--- src/rtl/wb_retire_stage.sv ---
// Writeback/retire stage: retire qualification, RF write port, counters, halt detect.
// Optional one-entry bypass register enabled by defining WB_BYPASS_EN.
module wb_retire_stage #(
    parameter int          CNT_W   = 32,
    parameter logic [31:0] HALT_I0 = 32'h00c00093,
    parameter logic [31:0] HALT_I1 = 32'h00008067
) (
    input  logic             CLK,
    input  logic             RSTn,
    input  logic             MEM_WB_update,
    input  logic             nop_WB,
    input  logic             stall_nop_WB,
    input  logic             is_jmp_WB,
    input  logic             is_taken_WB,
    input  logic [31:0]      inst_WB,
    input  logic [31:0]      Mem_RD_WB,
    input  logic [31:0]      ALU_Result_WB,
    input  logic [4:0]       RegDest_WB,
    input  logic             MemtoReg_WB,
    input  logic             RegWrite_WB,
    output logic             RF_WE,
    output logic [4:0]       RF_WA,
    output logic [31:0]      RF_WD,
    output logic [CNT_W-1:0] NUM_INST,
    output logic [CNT_W-1:0] NUM_TAKEN,
    output logic             HALT,
    output logic             BYP_VALID,
    output logic [4:0]       BYP_ADDR,
    output logic [31:0]      BYP_DATA
);

    typedef enum logic [1:0] {
        S_RUN    = 2'd0,
        S_SEEN0  = 2'd1,
        S_HALTED = 2'd2
    } halt_state_t;

    halt_state_t state, state_nxt;

    logic        halted;
    logic        retire;
    logic        we;
    logic [31:0] wd;

    assign halted = (state == S_HALTED);
    assign retire = MEM_WB_update & ~nop_WB & ~stall_nop_WB & ~halted;
    assign wd     = MemtoReg_WB ? Mem_RD_WB : ALU_Result_WB;
    assign we     = retire & RegWrite_WB & (RegDest_WB != 5'd0);
    assign HALT   = halted;

    // Sequence detector only advances on retiring entries, so bubbles are transparent.
    always_comb begin
        state_nxt = state;
        if (retire) begin
            unique case (state)
                S_RUN: begin
                    if (inst_WB == HALT_I0)
                        state_nxt = S_SEEN0;
                end
                S_SEEN0: begin
                    if (inst_WB == HALT_I1)
                        state_nxt = S_HALTED;
                    else if (inst_WB == HALT_I0)
                        state_nxt = S_SEEN0;
                    else
                        state_nxt = S_RUN;
                end
                S_HALTED: state_nxt = S_HALTED;
                default:  state_nxt = S_RUN;
            endcase
        end
    end

    always_ff @(posedge CLK or negedge RSTn) begin
        if (!RSTn) begin
            state <= S_RUN;
        end else begin
            state <= state_nxt;
        end
    end

    always_ff @(posedge CLK or negedge RSTn) begin
        if (!RSTn) begin
            RF_WE <= 1'b0;
            RF_WA <= 5'd0;
            RF_WD <= 32'd0;
        end else begin
            RF_WE <= we;
            RF_WA <= RegDest_WB;
            RF_WD <= wd;
        end
    end

    always_ff @(posedge CLK or negedge RSTn) begin
        if (!RSTn) begin
            NUM_INST  <= '0;
            NUM_TAKEN <= '0;
        end else if (retire) begin
            NUM_INST <= NUM_INST + CNT_W'(1);
            if (is_jmp_WB | is_taken_WB)
                NUM_TAKEN <= NUM_TAKEN + CNT_W'(1);
        end
    end

`ifdef WB_BYPASS_EN
    // Holds the write just presented to the RF to cover the read-during-write window.
    always_ff @(posedge CLK or negedge RSTn) begin
        if (!RSTn) begin
            BYP_VALID <= 1'b0;
            BYP_ADDR  <= 5'd0;
            BYP_DATA  <= 32'd0;
        end else begin
            BYP_VALID <= RF_WE;
            BYP_ADDR  <= RF_WA;
            BYP_DATA  <= RF_WD;
        end
    end
`else
    assign BYP_VALID = 1'b0;
    assign BYP_ADDR  = 5'd0;
    assign BYP_DATA  = 32'd0;
`endif

endmodule

--- config.mk ---
export PLATFORM = sky130hd
export DESIGN_NAME = wb_retire_stage
export DESIGN_NICKNAME = d
export VERILOG_FILES = /design/src/rtl/wb_retire_stage.sv
export SDC_FILE = /design/constraint.sdc
export NUM_CORES = 1
export LEC_CHECK = 0
export ABC_AREA = 1
export CAP_MARGIN = 5
export CORE_MARGIN = 2
export CORE_UTILIZATION = 40
export CTS_CLUSTER_DIAMETER = 80
export DETAILED_ROUTE_END_ITERATION = 16
export PLACE_DENSITY = 0.75
export SLEW_MARGIN = 20
export SYNTH_ARGS = -nofsm -noshare
export SYNTH_HDL_FRONTEND = slang
export SYNTH_SLANG_ARGS = --single-unit
--- constraint.sdc ---
create_clock -name CLK -period 1.7 [get_ports CLK]
set_input_delay 0.34 -clock CLK [delete_from_list [all_inputs] [get_ports CLK]]
set_output_delay 0.34 -clock CLK [all_outputs]
set_load 0.1 [all_outputs]
==> impl_results.rst <==
.. list-table::
   :header-rows: 1

   * - Metric
     - Value
   * - Number of pins with negative max-slew slack in the final report
     - 0
   * - Post-synthesis instance total
     - a little under 800
   * - Post-synth top flop
     - dfrtp_1
   * - Startpoint type of the worst setup path
     - input port
   * - Share of power burned in the clock network
     - 24.2%
   * - Worst-path cell chain
     - clkdlybuf4s50_1 > nand2_1 > nor2_2 > nand3_2 > buf_12 > nor2_2 > nand2_1 > nand2_1 > inv_1 > nor2_1
   * - DRC marker count from the first detailed-route iteration
     - around 430
   * - Clk root buf
     - clkbuf_16
   * - Ratio of total power to cell area
     - just over 800 nW/µm²
   * - Most common cell after layout, fill and taps aside
     - nand2_1
   * - WS Path Type
     - in2reg
   * - Reg power frac
     - 36.4%
   * - Final setup vio count
     - 0
   * - Critical path capture point type
     - register
   * - Placeable Area
     - 14,600 µm²
   * - EDFF count, synth
     - 0
   * - Cell type with the highest aggregate area in the netlist
     - dfrtp_1
   * - Deepest level of the CTS H-tree
     - 3
   * - Post-layout min period
     - about 1.6 ns
   * - Global-route wire length before repair
     - roughly 28,000 µm
   * - Area Overhead vs Synth
     - 63.1%
   * - Max Clock Skew
     - about 0.0048 ns
   * - Core occupancy in the finished layout
     - between 60% and 70%
   * - Rel. slew slack
     - about 66%
   * - Transition at the pin with the smallest max-transition slack
     - around 0.5 ns
   * - Per-cell via count in the routed design
     - roughly 4.7
   * - Yosys warns
     - 0
   * - Async set or reset register ratio after synthesis
     - between 90% and 100%
   * - Net count of the finished layout
     - 1,125
   * - Synth top area share
     - 43.1%
   * - Cell with the biggest individual delay on the critical path
     - clkdlybuf4s50_1
   * - Effective utilization at floorplan
     - approximately two fifths
   * - Detail-routed net length per standard cell
     - 14.4 µm
   * - Worst vdd rail ir drop
     - between 800 and 900 µV
   * - Buffers on Ports
     - roughly 210
   * - Clock Sink Count
     - 104
   * - Final cycle utilization of the critical path
     - 94.6%
   * - Clock transition at the registers of the reported paths
     - approximately 0.070 ns
   * - Total vias in the final route
     - 5,682
   * - Dpl cells
     - 1,185
   * - Average footprint of a synthesized cell
     - between 7 and 8 µm²
   * - Crit path largest cell delay
     - between 0.5 and 0.6 ns
   * - Run status
     - finished clean
   * - Num CTS Buffers
     - 9
   * - Number of rows in the core area
     - between 40 and 50
   * - Design Power
     - roughly 8.1 mW
   * - Routability-driven placement congestion ratio
     - 0.930
   * - Final hold violations
     - 0
   * - Die X
     - around 130 µm
   * - Estimated wirelength of the detail-placed design
     - 14,300 µm
   * - Main area contributors after synthesis
     - dfrtp_1, nand2_1, nor2_1
   * - Overall Global Routing Usage
     - 22.4%
   * - Top library cells by usage in the layout, fill and taps aside
     - nand2_1, nor2_1, clkdlybuf4s50_1, buf_12, inv_1
   * - Antenna-violating nets left
     - 0
   * - Maximum number of buffers from clock root to sink
     - 2
   * - Residual DRC count
     - 0
   * - Post CTS Setup Buffer Count
     - 0
   * - Register area share after synthesis
     - ~43%
   * - Min-Delay Path Class
     - in2reg
   * - Unrepaired setup endpoints after global routing
     - false
   * - Share of final-layout standard cells stronger than drive strength 1
     - a little over a quarter
   * - Antenna violations before repair
     - 1
   * - Worst skew pair latency
     - between 0.3 and 0.4 ns
   * - Part of the power in combinational logic
     - around two fifths
   * - Die Y-Extent
     - between 100 and 150 µm
   * - Worst EP required
     - 1.98 ns
   * - Kind of cell adding the most delay to the critical path
     - buffers and inverters
   * - Final cell count without fillers
     - roughly 1.2k
   * - Max-cap check violation count
     - 0
   * - Cell-internal power
     - approximately 4.8 mW
   * - Largest net degree at the start of global routing
     - 38
   * - Largest driver fanout on the critical path
     - 8
   * - Switching power summed over all nets
     - ~3.3 mW
   * - CTS tree
     - done
   * - Number of top-level pins
     - between 200 and 300
   * - Achievable frequency
     - 622 MHz
   * - Die footprint
     - between 15,000 and 20,000 µm²
   * - Worst EP arrival
     - 1.89 ns
   * - Number of optimization iterations in the first detailed-route pass
     - 4
   * - Post-Syn Area
     - a little over 6000 µm²
   * - Number of global-route vias before repair
     - 5,554
   * - Switching share of total power
     - ~41%
   * - Synth cell types
     - 32
   * - Total Routed Length
     - about 17,000 µm
   * - Grt ovf
     - 0
   * - Number of buffer and inverter stages on the critical path
     - 3
   * - Synthesized flop and latch total
     - about 100
   * - Cell mode on critical path
     - nand2_1
   * - Leakage dissipation
     - approximately 4.5 nW
==> flip-flops by register name, summed over array words and instances, names as in the netlist <==
signal and count:
RF_WA 5, RF_WD 32, state 2, NUM_INST 32
NUM_TAKEN 32, RF_WE 1
==> worst paths after layout <==
path / from / to / slack (ns) / cells after the start
max in group asynchronous: RSTn / NUM_INST[22] / 0.63 / 3
min reg2reg: NUM_INST[9] / NUM_INST[9] / 0.53 / 1
max: MEM_WB_update / NUM_TAKEN[16] / 0.09 / 10
max reg2reg: NUM_INST[0] / NUM_INST[28] / 0.09 / 10
min: RegDest_WB[4] / RF_WA[4] / 0.45 / 1
min in group asynchronous: RSTn / NUM_TAKEN[12] / 0.50 / 2
==> cells in the mapped netlist (2+ instances only) <==
library cell,number
nand2_1,278
nor2_1,119
dfrtp_1,104
inv_1,72
nand3_1,40
buf_4,39
mux2_2,30
xor2_1,19
nor2_2,8
nor2_4,8
xnor2_1,7
nand2_4,5
nor2_8,5
buf_2,4
nand2_2,4
nand4_1,4
nor3_1,4
inv_2,3
clkbuf_1,2
ha_1,2
mux2_1,2
nand3b_1,2
nor3_4,2
o21ai_0,2
o21bai_1,2
xor2_2,2
==> stage by stage <==
stage,hold slack (ns),instance area (µm²),setup TNS (ns),worst slack (ns)
CTS,0.442,9840,0,0.0755
floorplan,0.0444,6270,0,0.00992
finish,0.453,9840,0,0.0919
global route,0.458,9840,0,0.00132
detailed placement,0.352,9550,-10.68,-0.290
global placement,0.348,9550,-6.94,-0.204
==> power groups by stage <==
stage	Sequential [mW]	Combinational (mW)	Clock [mW]
6_report	2.94	3.18	1.96
5_1_grt	2.96	3.29	2.10
4_1_cts	2.94	3.20	2.01
3_5_place_dp	2.99	3.19	0
3_3_place_gp	2.98	3.15	0
2_1_floorplan	4.10	0.766	0
==> what timing repair did <==
| item | in CTS | in global routing |
|---|---|---|
| resized for setup | 0 | 1 |
| endpoints found under the setup margin | 0 | 3 |
| hold buffers | 1 | 0 |
| hold endpoints to repair | 33 | 0 |
==> final cells by class <==
| cell class | instances | area [µm²] |
|---|---|---|
| Antenna cell | 1 | 2.50 |
| Inverter | 75 | 282 |
| Tap cell | 184 | 230 |
| Fill cell | 1153 | 4800 |
| Multi-Input combinational cell | 587 | 2970 |
| Sequential cell | 104 | 2690 |
| Timing Repair Buffer | 236 | 3400 |
| Clock buffer | 11 | 243 |
| Clock inverter | 5 | 32.5 |
==> kinds of logic (layout without fill, tap and decap cells) <==
kind of cell | count (synthesis) | in the layout | synth area share [%]
mux | 32 | 32 | 5.97
buf+inv | 121 | 327 | 10.2
other cells | 1 | 39 | 0.0622
compound gates | 6 | 6 | 0.601
xor+xnor | 28 | 28 | 4.31
fa+ha+maj | 2 | 2 | 0.415
simple gates | 481 | 481 | 35.3
flops | 104 | 104 | 43.1
==> layer usage <==
layer | global-route usage, % | share of wire (%) | vias to the layer above
li1 | - | - | 2770
met1 | 25.3 | 37 | 2636
met2 | 38.9 | 51 | 237
met3 | 7.38 | 8.2 | 39
met4 | 9.44 | 3.7 | 0
met5 | 0 | 0 | -
(Power assumes the default switching activity.)
